$ cat config.mk
export PLATFORM = sky130hd
export DESIGN_NAME = mem_rd_arbiter_flat
export DESIGN_NICKNAME = d
export VERILOG_FILES = /design/src/rtl/mem_rd_arbiter_pkg.sv /design/src/rtl/mem_rd_arbiter_if.sv /design/src/rtl/mem_rd_arbiter_rr_arb2.sv /design/src/rtl/mem_rd_arbiter.sv /design/src/flat_wrapper.sv
export SDC_FILE = /design/constraint.sdc
export NUM_CORES = 1
export LEC_CHECK = 0
export ABC_CLOCK_PERIOD_IN_PS = 2100
export CAP_MARGIN = 20
export CORE_MARGIN = 5
export CORE_UTILIZATION = 33
export CTS_CLUSTER_SIZE = 28
export DETAILED_ROUTE_END_ITERATION = 12
export GPL_ROUTABILITY_DRIVEN = 0
export PLACE_DENSITY = 0.79
export SLEW_MARGIN = 20
export SYNTH_ARGS = -nofsm -noshare
export SYNTH_HDL_FRONTEND = slang
export SYNTH_SLANG_ARGS = --single-unit
$ cat constraint.sdc
create_clock -name clk -period 2.1 [get_ports clk]
set_input_delay 0.42 -clock clk [delete_from_list [all_inputs] [get_ports clk]]
set_output_delay 0.42 -clock clk [all_outputs]
set_load 0.02 [all_outputs]
$ cat src/rtl/mem_rd_arbiter_pkg.sv
// Shared types for the memory read-channel arbiter: FSM state encoding and
// requester identifiers, plus a small helper used by the round-robin picker.
package mem_rd_arbiter_pkg;

    // One-hot controller states
    typedef enum logic [2:0] {
        IDLE    = 3'b001,
        MEM_REQ = 3'b010,
        MEM_RSP = 3'b100
    } state_e;

    // Requester identifiers
    typedef enum logic {
        REQ_ICACHE = 1'b0,
        REQ_DCACHE = 1'b1
    } req_id_e;

    // The requester that is not 'id'
    function automatic req_id_e other_req(input req_id_e id);
        req_id_e res;
        if (id == REQ_ICACHE) begin
            res = REQ_DCACHE;
        end else begin
            res = REQ_ICACHE;
        end
        return res;
    endfunction

endpackage

$ cat src/rtl/mem_rd_arbiter_if.sv
// Read channel bundle: a request (address) handshake and a burst response
// handshake. The master issues requests and consumes beats; the slave
// accepts requests and produces beats.
interface mem_rd_arbiter_if #(
    parameter int ADDR_W = 32,
    parameter int DATA_W = 32
);
    logic              req_valid;
    logic [ADDR_W-1:0] req_addr;
    logic              req_ready;
    logic              rsp_valid;
    logic [DATA_W-1:0] rsp_data;
    logic              rsp_last;
    logic              rsp_ready;

    modport master (
        output req_valid, req_addr, rsp_ready,
        input  req_ready, rsp_valid, rsp_data, rsp_last
    );

    modport slave (
        input  req_valid, req_addr, rsp_ready,
        output req_ready, rsp_valid, rsp_data, rsp_last
    );
endinterface

$ cat src/rtl/mem_rd_arbiter_rr_arb2.sv
// Two-input round-robin picker. Purely combinational: a lone requester
// always wins; on a tie the requester that did not win last time wins.
// Bit 0 of req is the I-cache, bit 1 the D-cache.
module rr_arb2
    import mem_rd_arbiter_pkg::*;
(
    input  logic [1:0] req,
    input  req_id_e    last_grant,
    output logic       gnt_valid,
    output req_id_e    winner
);

    // Select the winner from the current requests and the previous grant
    always_comb begin
        gnt_valid = 1'b0;
        winner    = REQ_ICACHE;
        case (req)
            2'b01: begin
                gnt_valid = 1'b1;
                winner    = REQ_ICACHE;
            end
            2'b10: begin
                gnt_valid = 1'b1;
                winner    = REQ_DCACHE;
            end
            2'b11: begin
                gnt_valid = 1'b1;
                winner    = other_req(last_grant);
            end
            default: begin
                gnt_valid = 1'b0;
                winner    = REQ_ICACHE;
            end
        endcase
    end

endmodule

$ cat src/rtl/mem_rd_arbiter.sv
// Read-channel arbiter between the I-cache and D-cache miss ports and one
// shared memory read port. One burst is in flight at a time; its beats are
// passed straight through to the granted requester. A sticky flag records
// any burst whose beat count differed from BURST_LEN.
module mem_rd_arbiter
    import mem_rd_arbiter_pkg::*;
#(
    parameter int ADDR_W    = 32,
    parameter int DATA_W    = 32,
    parameter int BURST_LEN = 8
) (
    input  logic                    clk,
    input  logic                    rst,
    mem_rd_arbiter_if.slave         icache,
    mem_rd_arbiter_if.slave         dcache,
    mem_rd_arbiter_if.master        mem,
    output logic                    proto_err
);

    localparam int CNT_W = $clog2(BURST_LEN) + 1;
    localparam logic [CNT_W:0] BURST_LEN_W = (CNT_W + 1)'(BURST_LEN);

    state_e              state_r,      state_nxt;
    req_id_e             grant_r,      grant_nxt;
    req_id_e             last_grant_r, last_grant_nxt;
    logic [CNT_W-1:0]    beat_cnt_r,   beat_cnt_nxt;
    logic                proto_err_r,  proto_err_nxt;
    logic [ADDR_W-1:0]   addr_r,       addr_nxt;

    logic                arb_valid_s;
    req_id_e             arb_winner_s;
    logic [CNT_W:0]      cnt_inc_s;
    logic                own_rsp_ready_s;
    logic                beat_fire_s;

    rr_arb2 u_rr_arb2 (
        .req        ({dcache.req_valid, icache.req_valid}),
        .last_grant (last_grant_r),
        .gnt_valid  (arb_valid_s),
        .winner     (arb_winner_s)
    );

    assign proto_err = proto_err_r;

    // Controller state and burst bookkeeping registers
    always_ff @(posedge clk or negedge rst) begin
        if (!rst) begin
            state_r      <= IDLE;
            grant_r      <= REQ_ICACHE;
            last_grant_r <= REQ_DCACHE;
            beat_cnt_r   <= {CNT_W{1'b0}};
            proto_err_r  <= 1'b0;
            addr_r       <= {ADDR_W{1'b0}};
        end else begin
            state_r      <= state_nxt;
            grant_r      <= grant_nxt;
            last_grant_r <= last_grant_nxt;
            beat_cnt_r   <= beat_cnt_nxt;
            proto_err_r  <= proto_err_nxt;
            addr_r       <= addr_nxt;
        end
    end

    // Next-state logic, handshake outputs and beat routing
    always_comb begin
        state_nxt      = state_r;
        grant_nxt      = grant_r;
        last_grant_nxt = last_grant_r;
        beat_cnt_nxt   = beat_cnt_r;
        proto_err_nxt  = proto_err_r;
        addr_nxt       = addr_r;

        icache.req_ready = 1'b0;
        icache.rsp_valid = 1'b0;
        icache.rsp_last  = 1'b0;
        icache.rsp_data  = mem.rsp_data;
        dcache.req_ready = 1'b0;
        dcache.rsp_valid = 1'b0;
        dcache.rsp_last  = 1'b0;
        dcache.rsp_data  = mem.rsp_data;
        mem.req_valid    = 1'b0;
        mem.req_addr     = addr_r;
        mem.rsp_ready    = 1'b0;

        cnt_inc_s   = {1'b0, beat_cnt_r} + {{CNT_W{1'b0}}, 1'b1};
        beat_fire_s = 1'b0;
        if (grant_r == REQ_ICACHE) begin
            own_rsp_ready_s = icache.rsp_ready;
        end else begin
            own_rsp_ready_s = dcache.rsp_ready;
        end

        case (state_r)
            IDLE: begin
                // The readies are combinational from valid, so they are
                // gated by reset to stay low while reset is asserted.
                if (rst && arb_valid_s) begin
                    grant_nxt = arb_winner_s;
                    state_nxt = MEM_REQ;
                    if (arb_winner_s == REQ_ICACHE) begin
                        icache.req_ready = 1'b1;
                        addr_nxt         = icache.req_addr;
                    end else begin
                        dcache.req_ready = 1'b1;
                        addr_nxt         = dcache.req_addr;
                    end
                end else begin
                    state_nxt = IDLE;
                end
            end
            MEM_REQ: begin
                mem.req_valid = 1'b1;
                if (mem.req_ready) begin
                    state_nxt    = MEM_RSP;
                    beat_cnt_nxt = {CNT_W{1'b0}};
                end else begin
                    state_nxt = MEM_REQ;
                end
            end
            MEM_RSP: begin
                mem.rsp_ready = own_rsp_ready_s;
                if (grant_r == REQ_ICACHE) begin
                    icache.rsp_valid = mem.rsp_valid;
                    icache.rsp_last  = mem.rsp_last;
                end else begin
                    dcache.rsp_valid = mem.rsp_valid;
                    dcache.rsp_last  = mem.rsp_last;
                end
                beat_fire_s = mem.rsp_valid && own_rsp_ready_s;
                if (beat_fire_s) begin
                    // Saturate so an overlong burst cannot wrap back to a
                    // count that looks correct at its last beat.
                    if (cnt_inc_s[CNT_W]) begin
                        beat_cnt_nxt = beat_cnt_r;
                    end else begin
                        beat_cnt_nxt = cnt_inc_s[CNT_W-1:0];
                    end
                    if (mem.rsp_last) begin
                        if (cnt_inc_s != BURST_LEN_W) begin
                            proto_err_nxt = 1'b1;
                        end else begin
                            proto_err_nxt = proto_err_r;
                        end
                        last_grant_nxt = grant_r;
                        state_nxt      = IDLE;
                    end else if (cnt_inc_s > BURST_LEN_W) begin
                        proto_err_nxt = 1'b1;
                        state_nxt     = MEM_RSP;
                    end else begin
                        state_nxt = MEM_RSP;
                    end
                end else begin
                    state_nxt = MEM_RSP;
                end
            end
            default: begin
                state_nxt = IDLE;
            end
        endcase
    end

endmodule

$ cat src/flat_wrapper.sv
// flat-port wrapper written by rule: the top's interface ports become plain ports
module mem_rd_arbiter_flat import mem_rd_arbiter_pkg::*;
#(
    parameter int ADDR_W    = 32,
    parameter int DATA_W    = 32,
    parameter int BURST_LEN = 8
)
  (clk, rst, proto_err, icache_req_valid, icache_req_addr, icache_rsp_ready, icache_req_ready, icache_rsp_valid, icache_rsp_data, icache_rsp_last, dcache_req_valid, dcache_req_addr, dcache_rsp_ready, dcache_req_ready, dcache_rsp_valid, dcache_rsp_data, dcache_rsp_last, mem_req_valid, mem_req_addr, mem_rsp_ready, mem_req_ready, mem_rsp_valid, mem_rsp_data, mem_rsp_last);
  mem_rd_arbiter_if #(.ADDR_W(ADDR_W), .DATA_W(DATA_W)) icache_i ();
  mem_rd_arbiter_if #(.ADDR_W(ADDR_W), .DATA_W(DATA_W)) dcache_i ();
  mem_rd_arbiter_if #(.ADDR_W(ADDR_W), .DATA_W(DATA_W)) mem_i ();
  input  logic clk;
  input  logic rst;
  output logic proto_err;
  input wire logic [$bits(icache_i.req_valid)-1:0] icache_req_valid;
  input wire logic [$bits(icache_i.req_addr)-1:0] icache_req_addr;
  input wire logic [$bits(icache_i.rsp_ready)-1:0] icache_rsp_ready;
  output wire logic [$bits(icache_i.req_ready)-1:0] icache_req_ready;
  output wire logic [$bits(icache_i.rsp_valid)-1:0] icache_rsp_valid;
  output wire logic [$bits(icache_i.rsp_data)-1:0] icache_rsp_data;
  output wire logic [$bits(icache_i.rsp_last)-1:0] icache_rsp_last;
  input wire logic [$bits(dcache_i.req_valid)-1:0] dcache_req_valid;
  input wire logic [$bits(dcache_i.req_addr)-1:0] dcache_req_addr;
  input wire logic [$bits(dcache_i.rsp_ready)-1:0] dcache_rsp_ready;
  output wire logic [$bits(dcache_i.req_ready)-1:0] dcache_req_ready;
  output wire logic [$bits(dcache_i.rsp_valid)-1:0] dcache_rsp_valid;
  output wire logic [$bits(dcache_i.rsp_data)-1:0] dcache_rsp_data;
  output wire logic [$bits(dcache_i.rsp_last)-1:0] dcache_rsp_last;
  output wire logic [$bits(mem_i.req_valid)-1:0] mem_req_valid;
  output wire logic [$bits(mem_i.req_addr)-1:0] mem_req_addr;
  output wire logic [$bits(mem_i.rsp_ready)-1:0] mem_rsp_ready;
  input wire logic [$bits(mem_i.req_ready)-1:0] mem_req_ready;
  input wire logic [$bits(mem_i.rsp_valid)-1:0] mem_rsp_valid;
  input wire logic [$bits(mem_i.rsp_data)-1:0] mem_rsp_data;
  input wire logic [$bits(mem_i.rsp_last)-1:0] mem_rsp_last;
  assign icache_i.req_valid = icache_req_valid;
  assign icache_i.req_addr = icache_req_addr;
  assign icache_i.rsp_ready = icache_rsp_ready;
  assign icache_req_ready = icache_i.req_ready;
  assign icache_rsp_valid = icache_i.rsp_valid;
  assign icache_rsp_data = icache_i.rsp_data;
  assign icache_rsp_last = icache_i.rsp_last;
  assign dcache_i.req_valid = dcache_req_valid;
  assign dcache_i.req_addr = dcache_req_addr;
  assign dcache_i.rsp_ready = dcache_rsp_ready;
  assign dcache_req_ready = dcache_i.req_ready;
  assign dcache_rsp_valid = dcache_i.rsp_valid;
  assign dcache_rsp_data = dcache_i.rsp_data;
  assign dcache_rsp_last = dcache_i.rsp_last;
  assign mem_req_valid = mem_i.req_valid;
  assign mem_req_addr = mem_i.req_addr;
  assign mem_rsp_ready = mem_i.rsp_ready;
  assign mem_i.req_ready = mem_req_ready;
  assign mem_i.rsp_valid = mem_rsp_valid;
  assign mem_i.rsp_data = mem_rsp_data;
  assign mem_i.rsp_last = mem_rsp_last;
  mem_rd_arbiter #(.ADDR_W(ADDR_W), .DATA_W(DATA_W), .BURST_LEN(BURST_LEN)) u_core (.clk(clk), .rst(rst), .icache(icache_i), .dcache(dcache_i), .mem(mem_i), .proto_err(proto_err));
endmodule
==> flow_summary.yaml, run 1 <==
status:
  status: "finished clean"
timing:
  relSlewSlack: 0.626
  hold_viol_final: 0
  worst_pin_slew_ns: 0.562
  clock_skew_ns: 0.00758
  tns_ns: 0
  fmax_mhz: 494
  setup_violations: 0
  maxSlewViolCount: 0
  period_share: 0.963
  hold_ws_ns: 0.264
  fin_crit_ns: 2.02
  rsz0062_at_grt: "false"
route:
  vias: 2002
  drc_errors: 0
  drtPass1Iterations: 4
  drt_iter0_markers: 81
  routed_wl_um: 6750
  vias_per_cell: 5.03
  final_antenna_net_count: 0
  wl_per_cell_um: 16.9
final_layout:
  nFillCells: 718
  antenna_cells: 0
  drive_above_1_share: 0.118
  utilization: 0.447
  syn_to_final_growth_pct: 33.7
  nNetsFinal: 402
global_routing:
  antenna_found_initial: 0
  grt.total_usage: 0.141
  grt_max_degree: 43
  overflow: 0
  grt_pass1_wl_um: 11000
  grt_pass1_vias: 2198
die:
  die_height_um: 97.8
  dieArea_um2: 9560
  coreArea_um2: 7610
  die_w_um: 97.8
  start_util: 0.334
  boundaryPins: 210
  rows: 32
pwr:
  power_leakage_nw: 1.62
  power.density_nw_per_um2: 1230
  ir_worst_vdd_mv: 0.607
synthesis:
  synth_edf_count: 0
  yosysSeqAreaShare: 0.415
  synthCells: 238
  ys_types: 35
  ys_warn_count: 0
  syn_nets: 345
  avgSynthCellArea_um2: 10.7
  yosys_most_used_dff: "dfrtp_1"
  synth_area_um2: 2540
  synth_seq_cells: 42
  async_flop_share: 1.00
setup_path:
  cp-start-kind: "register"
  cpPeakStageDelay_ns: 0.54
  rrSetupSlack_ns: 0.39
  critPathBufInv: 1
  reg2regPathDepth: 5
  cp_max_fo: 2
  crit_path_end_kind: "output port"
  crit_arrival_ns: 1.60
  r2r_end: "u_core.mem.req_addr[0]$_DFFE_PN0N_"
  path_cells: "and4bb_4 > and3_4 > clkdlybuf4s15_1"
  startpoint: "u_core.state_r[0]$_DFF_PN1_"
  criticalPathCategory: "register to output port"
  crit_family: "flip-flops"
  required_ns: 1.68
  cp_slowest_cell: "dfstp_2"
  r2r-start: "u_core.state_r[0]$_DFF_PN1_"
min_path:
  hp-class: "input pin to async pin"
clocking:
  htree_levels: 2
  clk_pin_slew_ns: 0.09
  cts_tree: "yes"
  clock_path_buffers: 2
  clock_latency_ns: 0.29
  numClockSinks: 42
  cts-root-buf: "clkbuf_8"
  cts_buffers: 5
place:
  place_hpwl_um: 4850
  numPortBuffers: 113
run:
  drv_cap: 0
cell families after synthesis:
| kind of cell | count (synthesis) | synth area share |
|---|---|---|
| mux | 3 | 0.0128 |
| fa+ha+maj | 2 | 0.00985 |
| simple gates | 31 | 0.0704 |
| buf+inv | 77 | 0.234 |
| compound gates | 83 | 0.258 |
| flops | 42 | 0.415 |
routing by layer:
layer / vias up / part of all wire / global-route usage / routed length, um
li1: 901 / - / - / -
met1: 970 / 0.39 / 0.154 / 2660
met2: 103 / 0.49 / 0.239 / 3300
met3: 28 / 0.090 / 0.0586 / 610
met4: 0 / 0.027 / 0.0628 / 182
met5: - / 0 / 0 / 0
sequential cells by signal (all words and copies together), names as in the netlist:
name,count
u_core.proto_err,1
u_core.grant_r,1
u_core.mem.req_addr,32
u_core.last_grant_r,1
u_core.beat_cnt_r,4
u_core.state_r,3
what timing repair did:
item	in CTS	in global routing
setup endpoints to repair	8	6
resized for setup	14	8
setup buffers	0	0
hold buffers	0	0
worst max path at each step:
stage                             to  slack [ns]  depth (start not counted)
floorplan           icache_req_ready        0.40                          4
global placement    icache_req_ready       -0.19                          4
detailed placement  icache_req_ready       -0.19                          5
CTS                  icache_rsp_last        0.01                          6
global route        dcache_req_ready        0.02                          3
finish              dcache_req_ready        0.08                          3
area by class of cell:
cell class	instances	area (um^2)	area share
flip-flops and latches	42	1050	0.310
clock inverters	3	45.0	0.0133
clock buffers	5	68.8	0.0203
multi-input cells	119	902	0.266
inverters	1	3.75	0.00110
well taps	102	128	0.0376
repair buffers	126	1200	0.352
synthesized netlist by cell type, types with 2 or more instances:
cell type | number | area, um^2
a21o_1 | 35 | 263
a21oi_1 | 5 | 25.0
a22o_1 | 32 | 280
a31oi_1 | 2 | 12.5
and2_1 | 2 | 12.5
and3_1 | 4 | 25.0
buf_4 | 67 | 503
buf_6 | 7 | 78.8
dfrtp_1 | 40 | 1000
dfstp_2 | 2 | 52.6
ha_1 | 2 | 25.0
nand2_1 | 8 | 30.0
nand2b_1 | 3 | 18.8
nor2_1 | 5 | 18.8
nor3b_1 | 3 | 22.5
o21ai_0 | 2 | 10.0
through the flow:
stage                     power (mW)  area (um^2)  std cells  setup WS [ns]
after floorplan                 2.76         2540        238          0.398
after global placement          3.51         3310        390         -0.188
after detailed placement        3.56         3310        390         -0.193
after CTS                       4.23         3420        398         0.0111
after global routing            4.43         3400        398         0.0177
final                           4.17         3400        398         0.0776
placed cells by master, fill, tap and decap left out, drive strengths merged, types with 3 or more instances in the layout:
| cell type | instances |
|---|---|
| a21o | 35 |
| a21oi | 6 |
| a22o | 32 |
| and3 | 5 |
| buf | 16 |
| clkbuf | 8 |
| clkdlybuf4s50 | 104 |
| dfrtp | 40 |
| nand2 | 8 |
| nand2b | 3 |
| nor2 | 5 |
| nor3b | 3 |
| o21ai | 4 |
report_power, final:
| part | switching [mW] | total [mW] | leakage (nW) | internal [mW] |
|---|---|---|---|---|
| clock | 0.302 | 0.657 | 0.0504 | 0.354 |
| sequential | 0.231 | 1.39 | 0.520 | 1.16 |
| combinational | 0.950 | 2.12 | 1.05 | 1.17 |
| total | 1.48 | 4.17 | 1.62 | 2.69 |
(Power assumes the default switching activity.)
==> run 2: changes to the inputs <==
--- a/config.mk
+++ b/config.mk
@@ -13,6 +13,7 @@
 export DETAILED_ROUTE_END_ITERATION = 12
 export GPL_ROUTABILITY_DRIVEN = 0
 export PLACE_DENSITY = 0.79
+export REMOVE_ABC_BUFFERS = 1
 export SLEW_MARGIN = 20
 export SYNTH_ARGS = -nofsm -noshare
 export SYNTH_HDL_FRONTEND = slang
==> flow_summary.yaml, run 2 (synthesis results as in run 1) <==
global_routing:
  grt.total_usage: 0.188
  grt_pass1_vias: 2169
  grt_pass1_wl_um: 13500
  grt_max_degree: 43
  antenna_found_initial: 1
  overflow: 0
clocking:
  clk_pin_slew_ns: 0.08
  htree_levels: 2
  clock_path_buffers: 2
  clock_latency_ns: 0.29
  numClockSinks: 42
  ctsHoldBuffers: 0
  cts-root-buf: "clkbuf_8"
  cts_tree: "yes"
  cts_buffers: 5
timing:
  relSlewSlack: 0.634
  period_share: 0.968
  hold_viol_final: 0
  setup_violations: 0
  fmax_mhz: 492
  maxSlewViolCount: 0
  hold_ws_ns: 0.229
  rsz0062_at_grt: "false"
  fin_crit_ns: 2.03
  worst_pin_slew_ns: 0.549
  clock_skew_ns: 0.00579
pwr:
  clkPwrFrac: 0.125
  switching_share: 0.362
  pwr-share-seq: 0.344
  power.density_nw_per_um2: 1190
  finalPower_mw: 4.03
  power_leakage_nw: 1.62
  internal_power_mw: 2.57
  switchingPower_mw: 1.46
  power_frac_comb: 0.531
  ir_worst_vdd_mv: 0.576
die:
  coreArea_um2: 7610
  boundaryPins: 210
  die_height_um: 97.8
  dieArea_um2: 9560
  start_util: 0.334
  rows: 32
  die_w_um: 97.8
final_layout:
  drive_above_1_share: 0.102
  syn_to_final_growth_pct: 33.1
  final_cell_mix: "clkdlybuf4s50_1 (104), dfrtp_1 (40), a21o_1 (35)"
  antenna_cells: 0
  final_common_cell: "clkdlybuf4s50_1"
  nNetsFinal: 402
  largest_register_ffs: 32
  nFillCells: 720
setup_path:
  path_cells: "nor2_1 > and2_2 > and3_1 > dlygate4sd2_1"
  criticalPathCategory: "register to output port"
  critPathBufInv: 1
  cp-start-kind: "register"
  required_ns: 1.68
  cp_slowest_cell: "dfstp_2"
  cpPeakStageDelay_ns: 0.55
  crit_family: "flip-flops"
  crit_path_end_kind: "output port"
  cp_max_fo: 5
  crit_arrival_ns: 1.61
place:
  numPortBuffers: 113
  place_hpwl_um: 7310
route:
  routed_wl_um: 9230
  drt_iter0_markers: 111
  final_antenna_net_count: 0
  wl_per_cell_um: 23.2
  vias: 2067
  vias_per_cell: 5.21
  drtPass1Iterations: 4
  drc_errors: 0
run:
  drv_cap: 0
min_path:
  hp-class: "input pin to async pin"
status:
  status: "finished clean"
[run 2: changes by cell type in the layout (fill, tap and decap cells not counted), sizes merged]
cell,before,now
buf,16,14
bufinv,1,0
clkdlybuf4s15,1,2
clkinvlp,2,0
dlygate4sd2,2,5
[run 2: per-layer routing]
layer	wire [um]	vias to the layer above	track usage
li1	-	902	-
met1	3610	981	0.222
met2	3530	169	0.237
met3	1920	11	0.183
met4	80	4	0.0383
met5	85	-	0.0667
[run 2: area by class of cell]
cell class,instances,area [um^2],share of cell area
clock buffers,7,76.3,0.0226
repair buffers,126,1210,0.359
inverters,1,3.75,0.00111
well taps,102,128,0.0377
multi-input cells,119,907,0.268
flip-flops and latches,42,1050,0.312
[run 2: stage by stage]
step / cell area, um^2 / utilization / setup slack, ns / TNS (ns) / instances
2_1_floorplan: 1950 / - / 0.00486 / 0 / 162
3_3_place_gp: 3300 / 0.434 / -0.218 / -0.405 / 389
3_5_place_dp: 3300 / 0.434 / -0.217 / -0.469 / 389
4_1_cts: 3380 / 0.444 / 0.00192 / 0 / 396
5_1_grt: 3380 / 0.445 / 0.000663 / 0 / 397
6_report: 3380 / 0.445 / 0.0680 / 0 / 397
[run 2: worst register-to-register path, delay by kind of cell (launching register included)]
family | cells | cell delay, ns
flops | 1 | 0.55
simple gates | 2 | 0.47
buf+inv | 1 | 0.36
compound gates | 2 | 0.30
[run 2: path summary, 6_finish.rpt]
check                                                   from                             endpoint  slack, ns  cells after the start
max in group asynchronous                                rst          u_core.state_r[0]$_DFF_PN1_       1.50                      2
worst min-delay path                                     rst   u_core.mem.req_addr[4]$_DFFE_PN0N_       0.23                      2
min in group clk                u_core.proto_err$_DFFE_PN0P_         u_core.proto_err$_DFFE_PN0P_       0.50                      1
worst max-delay path             u_core.state_r[0]$_DFF_PN1_                      dcache_rsp_last       0.07                      4
worst max register to register   u_core.state_r[0]$_DFF_PN1_  u_core.mem.req_addr[31]$_DFFE_PN0N_       0.37                      5
worst min register to register  u_core.proto_err$_DFFE_PN0P_         u_core.proto_err$_DFFE_PN0P_       0.50                      1
[run 2: power by group through the flow]
stage / Sequential, mW / Clock [mW] / Combinational (mW)
after floorplan: 1.76 / 0 / 0.742
after global placement: 1.39 / 0 / 2.12
after detailed placement: 1.41 / 0 / 2.15
after CTS: 1.39 / 0.521 / 2.16
after global routing: 1.43 / 0.555 / 2.28
final: 1.39 / 0.503 / 2.14
[run 2: what timing repair did]
action                     4_1_cts  5_1_grt
setup buffers                    0        1
resized for setup               12        3
setup endpoints to repair        8        5
hold endpoints to repair         0        0
pin swaps                        0        0
